## src/rtl/mem_port_arbiter_if.sv

```systemverilog
// Request/grant, read-return and memory-port signals of the three-way memory port arbiter.
// The arbiter connects through 'master'; the requesters and memory model connect through 'slave'.
interface mem_port_arbiter_if #(
    parameter int ADDR_W = 32,
    parameter int DATA_W = 32
);
    logic              core_req;
    logic [ADDR_W-1:0] core_addr;
    logic              core_gnt;
    logic [DATA_W-1:0] core_rdata;
    logic              core_rvalid;

    logic              cpu_req;
    logic [ADDR_W-1:0] cpu_addr;
    logic [DATA_W-1:0] cpu_wdata;
    logic              cpu_gnt;

    logic              ver_req;
    logic [ADDR_W-1:0] ver_addr;
    logic              ver_gnt;
    logic [DATA_W-1:0] ver_rdata;
    logic              ver_rvalid;

    logic              mem_read_flag;
    logic [ADDR_W-1:0] mem_READ_addr;
    logic [DATA_W-1:0] HRDATA_fromMem;
    logic              mem_write_flag;
    logic [ADDR_W-1:0] mem_WRITE_addr;
    logic [DATA_W-1:0] HWDATA_toMem;

    logic [1:0]        owner;

    modport master (
        input  core_req, core_addr, cpu_req, cpu_addr, cpu_wdata,
               ver_req, ver_addr, HRDATA_fromMem,
        output core_gnt, core_rdata, core_rvalid, cpu_gnt,
               ver_gnt, ver_rdata, ver_rvalid,
               mem_read_flag, mem_READ_addr, mem_write_flag, mem_WRITE_addr,
               HWDATA_toMem, owner
    );

    modport slave (
        output core_req, core_addr, cpu_req, cpu_addr, cpu_wdata,
               ver_req, ver_addr, HRDATA_fromMem,
        input  core_gnt, core_rdata, core_rvalid, cpu_gnt,
               ver_gnt, ver_rdata, ver_rvalid,
               mem_read_flag, mem_READ_addr, mem_write_flag, mem_WRITE_addr,
               HWDATA_toMem, owner
    );
endinterface

```

## src/rtl/mem_port_arbiter.sv

```systemverilog
// Round-robin arbiter sharing one memory port between CoreSystem (read), CPU (write) and Verifier (read),
// with bounded bursts and tag-routed read returns one cycle after each read beat.
module mem_port_arbiter #(
    parameter int ADDR_W    = 32,
    parameter int DATA_W    = 32,
    parameter int MAX_BURST = 16
) (
    input logic                HCLK,
    input logic                HRESET,
    mem_port_arbiter_if.master bus
);
    typedef enum logic [1:0] {
        IDLE   = 2'd0,
        G_CORE = 2'd1,
        G_CPU  = 2'd2,
        G_VER  = 2'd3
    } state_t;

    state_t            state;
    state_t            last_owner;
    state_t            next_sel;
    logic [4:0]        beat_cnt;
    logic              core_gnt_q, cpu_gnt_q, ver_gnt_q;
    logic              tag_core, tag_ver;
    logic [DATA_W-1:0] core_rdata_q, ver_rdata_q;
    logic              core_beat, cpu_beat, ver_beat;
    logic              own_req, own_beat, burst_done, release_now;
    logic [2:0]        req_vec;

    // Search starts at the requester after 'last' and wraps round to 'last' itself.
    function automatic state_t rr_pick(input state_t last, input logic [2:0] req);
        state_t pick;
        case (last)
            G_CORE:  pick = req[1] ? G_CPU  : req[2] ? G_VER  : req[0] ? G_CORE : IDLE;
            G_CPU:   pick = req[2] ? G_VER  : req[0] ? G_CORE : req[1] ? G_CPU  : IDLE;
            default: pick = req[0] ? G_CORE : req[1] ? G_CPU  : req[2] ? G_VER  : IDLE;
        endcase
        return pick;
    endfunction

    always_comb begin
        req_vec     = {bus.ver_req, bus.cpu_req, bus.core_req};
        core_beat   = core_gnt_q & bus.core_req;
        cpu_beat    = cpu_gnt_q  & bus.cpu_req;
        ver_beat    = ver_gnt_q  & bus.ver_req;
        own_beat    = core_beat | cpu_beat | ver_beat;
        own_req     = own_beat;
        burst_done  = own_beat && (beat_cnt == 5'(MAX_BURST - 1));
        release_now = (state != IDLE) && (!own_req || burst_done);
        next_sel    = rr_pick(last_owner, req_vec);
    end

    always_ff @(posedge HCLK) begin
        if (HRESET) begin
            state        <= IDLE;
            last_owner   <= G_VER;
            beat_cnt     <= '0;
            core_gnt_q   <= 1'b0;
            cpu_gnt_q    <= 1'b0;
            ver_gnt_q    <= 1'b0;
            tag_core     <= 1'b0;
            tag_ver      <= 1'b0;
            core_rdata_q <= '0;
            ver_rdata_q  <= '0;
        end else begin
            tag_core <= core_beat;
            tag_ver  <= ver_beat;
            if (tag_core) core_rdata_q <= bus.HRDATA_fromMem;
            if (tag_ver)  ver_rdata_q  <= bus.HRDATA_fromMem;

            // last_owner equals state while granted, so a release re-arbitrates starting after the current owner.
            if (state == IDLE || release_now) begin
                state      <= next_sel;
                beat_cnt   <= '0;
                core_gnt_q <= (next_sel == G_CORE);
                cpu_gnt_q  <= (next_sel == G_CPU);
                ver_gnt_q  <= (next_sel == G_VER);
                if (next_sel != IDLE) last_owner <= next_sel;
            end else if (own_beat) begin
                beat_cnt <= beat_cnt + 5'd1;
            end
        end
    end

    assign bus.core_gnt       = core_gnt_q;
    assign bus.cpu_gnt        = cpu_gnt_q;
    assign bus.ver_gnt        = ver_gnt_q;
    assign bus.owner          = state;

    assign bus.mem_read_flag  = core_beat | ver_beat;
    assign bus.mem_READ_addr  = core_beat ? bus.core_addr : (ver_beat ? bus.ver_addr : '0);
    assign bus.mem_write_flag = cpu_beat;
    assign bus.mem_WRITE_addr = cpu_beat ? bus.cpu_addr  : '0;
    assign bus.HWDATA_toMem   = cpu_beat ? bus.cpu_wdata : '0;

    // Memory data arrives the cycle after the beat; pass it straight through, then hold it.
    assign bus.core_rvalid    = tag_core;
    assign bus.core_rdata     = tag_core ? bus.HRDATA_fromMem : core_rdata_q;
    assign bus.ver_rvalid     = tag_ver;
    assign bus.ver_rdata      = tag_ver ? bus.HRDATA_fromMem : ver_rdata_q;
endmodule

```

## src/flat_wrapper.sv

```systemverilog
// flat-port wrapper written by rule: the top's interface ports become plain ports
module mem_port_arbiter_flat 
#(
    parameter int ADDR_W    = 32,
    parameter int DATA_W    = 32,
    parameter int MAX_BURST = 16
)
  (HCLK, HRESET, bus_core_req, bus_core_addr, bus_cpu_req, bus_cpu_addr, bus_cpu_wdata, bus_ver_req, bus_ver_addr, bus_HRDATA_fromMem, bus_core_gnt, bus_core_rdata, bus_core_rvalid, bus_cpu_gnt, bus_ver_gnt, bus_ver_rdata, bus_ver_rvalid, bus_mem_read_flag, bus_mem_READ_addr, bus_mem_write_flag, bus_mem_WRITE_addr, bus_HWDATA_toMem, bus_owner);
  mem_port_arbiter_if #(.ADDR_W(ADDR_W), .DATA_W(DATA_W)) bus_i ();
  input logic HCLK;
  input logic HRESET;
  input wire logic [$bits(bus_i.core_req)-1:0] bus_core_req;
  input wire logic [$bits(bus_i.core_addr)-1:0] bus_core_addr;
  input wire logic [$bits(bus_i.cpu_req)-1:0] bus_cpu_req;
  input wire logic [$bits(bus_i.cpu_addr)-1:0] bus_cpu_addr;
  input wire logic [$bits(bus_i.cpu_wdata)-1:0] bus_cpu_wdata;
  input wire logic [$bits(bus_i.ver_req)-1:0] bus_ver_req;
  input wire logic [$bits(bus_i.ver_addr)-1:0] bus_ver_addr;
  input wire logic [$bits(bus_i.HRDATA_fromMem)-1:0] bus_HRDATA_fromMem;
  output wire logic [$bits(bus_i.core_gnt)-1:0] bus_core_gnt;
  output wire logic [$bits(bus_i.core_rdata)-1:0] bus_core_rdata;
  output wire logic [$bits(bus_i.core_rvalid)-1:0] bus_core_rvalid;
  output wire logic [$bits(bus_i.cpu_gnt)-1:0] bus_cpu_gnt;
  output wire logic [$bits(bus_i.ver_gnt)-1:0] bus_ver_gnt;
  output wire logic [$bits(bus_i.ver_rdata)-1:0] bus_ver_rdata;
  output wire logic [$bits(bus_i.ver_rvalid)-1:0] bus_ver_rvalid;
  output wire logic [$bits(bus_i.mem_read_flag)-1:0] bus_mem_read_flag;
  output wire logic [$bits(bus_i.mem_READ_addr)-1:0] bus_mem_READ_addr;
  output wire logic [$bits(bus_i.mem_write_flag)-1:0] bus_mem_write_flag;
  output wire logic [$bits(bus_i.mem_WRITE_addr)-1:0] bus_mem_WRITE_addr;
  output wire logic [$bits(bus_i.HWDATA_toMem)-1:0] bus_HWDATA_toMem;
  output wire logic [$bits(bus_i.owner)-1:0] bus_owner;
  assign bus_i.core_req = bus_core_req;
  assign bus_i.core_addr = bus_core_addr;
  assign bus_i.cpu_req = bus_cpu_req;
  assign bus_i.cpu_addr = bus_cpu_addr;
  assign bus_i.cpu_wdata = bus_cpu_wdata;
  assign bus_i.ver_req = bus_ver_req;
  assign bus_i.ver_addr = bus_ver_addr;
  assign bus_i.HRDATA_fromMem = bus_HRDATA_fromMem;
  assign bus_core_gnt = bus_i.core_gnt;
  assign bus_core_rdata = bus_i.core_rdata;
  assign bus_core_rvalid = bus_i.core_rvalid;
  assign bus_cpu_gnt = bus_i.cpu_gnt;
  assign bus_ver_gnt = bus_i.ver_gnt;
  assign bus_ver_rdata = bus_i.ver_rdata;
  assign bus_ver_rvalid = bus_i.ver_rvalid;
  assign bus_mem_read_flag = bus_i.mem_read_flag;
  assign bus_mem_READ_addr = bus_i.mem_READ_addr;
  assign bus_mem_write_flag = bus_i.mem_write_flag;
  assign bus_mem_WRITE_addr = bus_i.mem_WRITE_addr;
  assign bus_HWDATA_toMem = bus_i.HWDATA_toMem;
  assign bus_owner = bus_i.owner;
  mem_port_arbiter #(.ADDR_W(ADDR_W), .DATA_W(DATA_W), .MAX_BURST(MAX_BURST)) u_core (.HCLK(HCLK), .HRESET(HRESET), .bus(bus_i));
endmodule
```

## config.mk

```make
export PLATFORM = sky130hd
export DESIGN_NAME = mem_port_arbiter_flat
export DESIGN_NICKNAME = d
export VERILOG_FILES = /design/src/rtl/mem_port_arbiter_if.sv /design/src/rtl/mem_port_arbiter.sv /design/src/flat_wrapper.sv
export SDC_FILE = /design/constraint.sdc
export NUM_CORES = 1
export LEC_CHECK = 0
export CORE_AREA = 5 5 125 127
export CTS_CLUSTER_DIAMETER = 50
export DETAILED_ROUTE_END_ITERATION = 10
export DIE_AREA = 0 0 130 132
export HOLD_SLACK_MARGIN = 0.08
export PLACE_DENSITY_LB_ADDON = 0.08
export SETUP_SLACK_MARGIN = 0.5
export SLEW_MARGIN = 15
export SYNTH_ARGS = -nofsm -noshare
export SYNTH_HDL_FRONTEND = slang
export SYNTH_SLANG_ARGS = --single-unit
```

## constraint.sdc

```tcl
create_clock -name HCLK -period 4.55 [get_ports HCLK]
set_input_delay 0.455 -clock HCLK [delete_from_list [all_inputs] [get_ports HCLK]]
set_output_delay 0.455 -clock HCLK [all_outputs]
set_load 0.05 [all_outputs]
```

==> impl_metrics.toml, run 1 <==
[setup_path]
arrival_ns = 3.02
slowest_delay_ns = 1.09
crit_path_end_kind = "output port"
crit_fanout = 37
critPathRequiredTime_ns = 4.09
cp_top_family = "buffers and inverters"
crit_top_cell = "clkdlybuf4s50_1"
worstSetupPathType = "input port to output port"
crit_chain = "clkdlybuf4s50_1 -> buf_4 -> and3_1 -> clkdlybuf4s50_1"
critPathBufInv = 3
worstSetupStartpointType = "input port"
crit_path_top_delay_cell = "clkdlybuf4s50_1"

[floorplan]
die_w_um = 130
num_rows = 44
start_util_pct = 27.1
die_h_um = 132
dieArea_um2 = 17200
boundaryPins = 334
core-area_um2 = 14300

[synth]
synth_warnings = 0
synth_ff_type = "dfxtp_1"
synth-async-reset-ratio_pct = 0
synth_area_um2 = 3870
synth_cell_type_count = 34
synth_nets = 568
syn_avg_cell_area_um2 = 9.71
synth_cells = 399
synth_seq_area_share_pct = 40.3
ys_ff_latch = 78
synth_enable_flop_cells = 0

[final_layout]
instances_no_fill = 899
area_growth_pct = 97.2
post-route-util_pct = 53.4
final_cell_mix = "332 x clkdlybuf4s50_1, 76 x dfxtp_1, 65 x and3_1"
final_common_cell = "clkdlybuf4s50_1"
final-seq-area_um2 = 1560
fillers = 1301
multi_input_area_um2 = 2150
drive_above_1_share_pct = 12.6
final_nets = 879

[sta]
drv_slew = 0
setup_ws_ns = 1.08
final-setup-viol-count = 0
setup-tns-final_ns = 0
finClkSkew_ns = 0.00886
tightest_slew_ns = 1.04
finalCritPeriodShare_pct = 76.3
fmax_ghz = 0.288
maxSlewHeadroom_pct = 30.4
hold_violations = 0
rsz0062_at_grt = "no"
period_minus_slack_ns = 3.47

[clock_network]
cts_setup_buffers = 0
path_clk_slew_ns = 0.05
insertion_delay_ns = 0.34
htree_levels = 3
root_buffer = "clkbuf_16"
cts_tree = "yes"
ctsHoldBuffers = 0
clkSinkCount = 78
cts-resized-gates = 0
cts_max_path_buffers = 2
cts_buffers = 9

[place]
post-place-ws_ns = 1.10
place.gp.congestion = 0.938
io_buffers = 333
dp_hpwl_mm = 14.1
dp.cells = 883

[drt]
route.detailed.drc = 0
vias = 4193
detail_route.wl_per_cell_um = 19.6
drtIter0Drc = 130
viasPerCell = 4.66
ant_nets = 0
drt_pass1_iterations = 4
wirelength_mm = 17.6

[global_routing]
antenna_found_initial = 2
grt_max_degree = 75
grt_first_pass_wirelength_mm = 25.3
grt-ovfl-total = 0
grt_pass1_vias = 4274
gr-usage-all-layers_pct = 19.4

[outcome]
status = "complete, no violations"

[flow_run]
maxCapViolations = 0

[power]
ir_drop_mv = 0.220
p_leak_nw = 3.16
p_per_area_nw_per_um2 = 412

[worst_hold_path]
hold_path_class = "register to register"
[power breakdown]
group          leakage, nW  switching (mW)  internal, mW
logic                 2.37           0.988         0.618
clock network        0.151           0.264         0.465
registers            0.631          0.0688         0.740
[cell usage after synthesis (2+ instances only)]
master	instances	area [um2]
a22o_1	32	280
nand2_1	9	33.8
ha_1	4	50.1
buf_1	7	26.3
nor2_1	9	33.8
mux2_2	64	721
a21oi_1	7	35.0
nor3_1	2	10.0
and3_1	65	407
a211o_1	2	17.5
nor2b_1	64	400
or3_1	2	12.5
inv_1	3	11.3
xnor2_1	2	17.5
and2_1	2	12.5
clkbuf_1	29	109
nor4_1	2	12.5
dfxtp_1	78	1560
[worst reg2reg max path, cell delays in order (launching register included)]
cell	delay, ns
dfxtp_1	0.54
buf_4	0.36
a222oi_1	0.94
nor3_2	0.18
or4_1	0.56
a21oi_1	0.16
[final timing paths]
kind / from / endpoint / slack, ns / cells past startpoint
min: u_core.beat_cnt[0] / u_core.beat_cnt[0] / 0.47 / 1
min reg2reg: u_core.beat_cnt[0] / u_core.beat_cnt[0] / 0.47 / 1
max reg2reg: u_core.bus.cpu_gnt / u_core.bus.cpu_gnt / 1.74 / 5
max: bus_cpu_req / bus_mem_WRITE_addr[15] / 1.08 / 4
[flip-flops by register name, summed over array words and instances (netlist names)]
name / cells
u_core.bus.ver_gnt: 1
u_core.bus.owner: 2
u_core.bus.ver_rvalid: 1
u_core.ver_rdata_q: 32
u_core.bus.cpu_gnt: 1
u_core.beat_cnt: 5
u_core.core_rdata_q: 32
u_core.bus.core_rvalid: 1
u_core.bus.core_gnt: 1
u_core.last_owner: 2
[kinds of logic after synthesis]
kind of cell	share of synthesized area, %
and+or+nand+nor	25.4
DFF	40.3
muxes	18.9
AOI/OAI and AO/OA	9.56
buffers and inverters	4.10
adders and majority gates	1.29
xor gates and xnor gates	0.452
[layer usage]
layer  vias up  wire [um]  track usage, %
li1       2026          -               -
met1      1951       6790            21.6
met2       187       8410            32.5
met3        27       2000            9.56
met4         2        388            5.89
met5         -         13               0
[metrics by stage]
stage               power, mW  area [um2]  hold WS (ns)
detailed placement       2.43        7330         0.462
global placement         2.42        7330         0.443
finish                   3.14        7640         0.473
global route             3.28        7640         0.502
floorplan                1.84        3870         0.426
CTS                      3.18        7630         0.472
[area by class of cell]
class / instances / area share [%]
antenna: 1 / 0.0328
inverter: 3 / 0.147
tap: 184 / 3.01
timing repair buffer: 338 / 44.1
clock buffer: 12 / 3.49
clock inverter: 3 / 0.557
sequential: 78 / 20.5
multi-input combinational: 280 / 28.2
Power figures use the tool's default switching activity.
==> run 2, diff against run 1 <==
--- a/config.mk
+++ b/config.mk
@@ -5,10 +5,10 @@
 export SDC_FILE = /design/constraint.sdc
 export NUM_CORES = 1
 export LEC_CHECK = 0
-export CORE_AREA = 5 5 125 127
+export CORE_AREA = 5 5 127 129
 export CTS_CLUSTER_DIAMETER = 50
 export DETAILED_ROUTE_END_ITERATION = 10
-export DIE_AREA = 0 0 130 132
+export DIE_AREA = 0 0 132 134
 export HOLD_SLACK_MARGIN = 0.08
 export PLACE_DENSITY_LB_ADDON = 0.08
 export SETUP_SLACK_MARGIN = 0.5
==> constraint.sdc (replaced) <==
create_clock -name HCLK -period 3.4 [get_ports HCLK]
set_input_delay 0.34 -clock HCLK [delete_from_list [all_inputs] [get_ports HCLK]]
set_output_delay 0.34 -clock HCLK [all_outputs]
set_load 0.05 [all_outputs]
==> run 2 against run 1 <==
  * Sequential share of layout area down 0.44 points
  * Final area grew 2.2%
  * Register-to-register slack got worse by 0.34 ns
  * Sequential power up 30%
  * Clock skew about the same
  * Clock power rose by 25%
  * Hold slack worse by 0.10 ns
  * Non-clock buffer count is 2 higher
  * Setup slack lost 0.35 ns
  * Core utilization decreased by 1.1 points
==> impl_metrics.toml, run 2 (synthesis gave the netlist of run 1 again) <==
[floorplan]
die_w_um = 132
core-area_um2 = 14900
dieArea_um2 = 17700
start_util_pct = 26.0
num_rows = 45
die_h_um = 134
boundaryPins = 334

[drt]
drtIter0Drc = 126
detail_route.wl_per_cell_um = 18.5
wirelength_mm = 16.7
drt_pass1_iterations = 4
ant_nets = 0
vias = 4145
route.detailed.drc = 0
viasPerCell = 4.58

[clock_network]
cts_buffers = 9
root_buffer = "clkbuf_16"
insertion_delay_ns = 0.33
cts_setup_buffers = 0
ctsHoldBuffers = 0
clkSinkCount = 78
path_clk_slew_ns = 0.06
cts_tree = "yes"
cts_max_path_buffers = 2
cts-resized-gates = 0
htree_levels = 3

[sta]
final-setup-viol-count = 0
hold_violations = 0
tightest_slew_ns = 0.796
fmax_ghz = 0.374
finalCritPeriodShare_pct = 78.6
setup-tns-final_ns = 0
drv_slew = 0
maxSlewHeadroom_pct = 46.9
rsz0062_at_grt = "no"
finClkSkew_ns = 0.00902
period_minus_slack_ns = 2.67

[global_routing]
grt_first_pass_wirelength_mm = 25.0
gr-usage-all-layers_pct = 17.9
grt_max_degree = 74
grt_pass1_vias = 4274
grt-ovfl-total = 0
antenna_found_initial = 1

[setup_path]
setup.worst_path.start = "u_core.bus.core_rvalid"
arrival_ns = 2.33
worstSetupStartpointType = "register"
worstSetupPathType = "register to output port"
r2r_start = "u_core.last_owner[0]"
critPathRequiredTime_ns = 3.06
r2r_cells = 6
reg2reg_to = "u_core.bus.ver_gnt"
critPathCapture = "bus_core_rdata[21]"
ff2ff_setup_slack_ns = 1.40
crit_path_end_kind = "output port"
crit_fanout = 33

[final_layout]
instances_no_fill = 905
fillers = 1364
post-route-util_pct = 52.3
area_growth_pct = 102
final_cell_mix = "235 x clkdlybuf4s50_1, 76 x dfxtp_1, 71 x buf_4"
n_antenna_cell = 0
largestRegisters = "u_core.core_rdata_q (32), u_core.ver_rdata_q (32), u_core.beat_cnt (5)"
final_nets = 881
drive_above_1_share_pct = 26.4
final_common_cell = "clkdlybuf4s50_1"

[place]
place.gp.congestion = 0.832
dp.cells = 889
io_buffers = 333
dp_hpwl_mm = 13.6

[power]
p_per_area_nw_per_um2 = 551
finalPower_mw = 4.30
p_leak_nw = 3.44
ir_drop_mv = 0.283

[flow_run]
maxCapViolations = 0

[outcome]
status = "complete, no violations"

[worst_hold_path]
worstHoldPathCells = 3
hold_path_class = "input port to register"
-- run 2: how the worst min path moves through the flow --
stage,from,endpoint,slack [ns]
finish,HRESET,u_core.beat_cnt[4],0.37
global route,HRESET,u_core.beat_cnt[4],0.38
CTS,HRESET,u_core.beat_cnt[4],0.36
detailed placement,u_core.beat_cnt[0],u_core.beat_cnt[0],0.45
global placement,u_core.beat_cnt[0],u_core.beat_cnt[0],0.44
floorplan,u_core.beat_cnt[0],u_core.beat_cnt[0],0.43
-- run 2: critical path, cell delays in order, from the launching register on --
cell,delay [ns]
dfxtp_2,0.83
mux2_2,0.43
clkdlybuf4s50_1,0.71
-- run 2: per-stage QoR --
| step | setup WS (ns) | hold WS (ns) | cell area (um2) |
|---|---|---|---|
| finish | 0.728 | 0.370 | 7800 |
| global route | 0.609 | 0.385 | 7800 |
| CTS | 0.675 | 0.363 | 7800 |
| detailed placement | 1.03 | 0.449 | 7520 |
| global placement | 1.04 | 0.440 | 7520 |
| floorplan | 1.24 | 0.426 | 3870 |
-- run 2: power breakdown --
part	internal (mW)	switching [mW]	total, mW
registers	0.991	0.0584	1.05
clock network	0.552	0.360	0.911
logic	0.960	1.38	2.34
total	2.50	1.80	4.30
-- run 2: cell type report --
class                           count  area [um2]  area share [%]
Inverter                            3        11.3           0.144
Tap cell                          188         235            3.01
Clock buffer                       13         270            3.46
Sequential cell                    78        1560            20.0
Clock inverter                      3        17.5           0.224
Multi-Input combinational cell    280        2150            27.6
Timing Repair Buffer              340        3550            45.5
-- run 2: metal layers --
metal / up-vias / track usage, % / share of wire (%)
met1: 1904 / 19.9 / 39
met2: 185 / 31.4 / 50
met3: 23 / 7.99 / 9.6
li1: 2031 / - / -
met5: - / 0 / 0.078
met4: 2 / 4.51 / 1.5
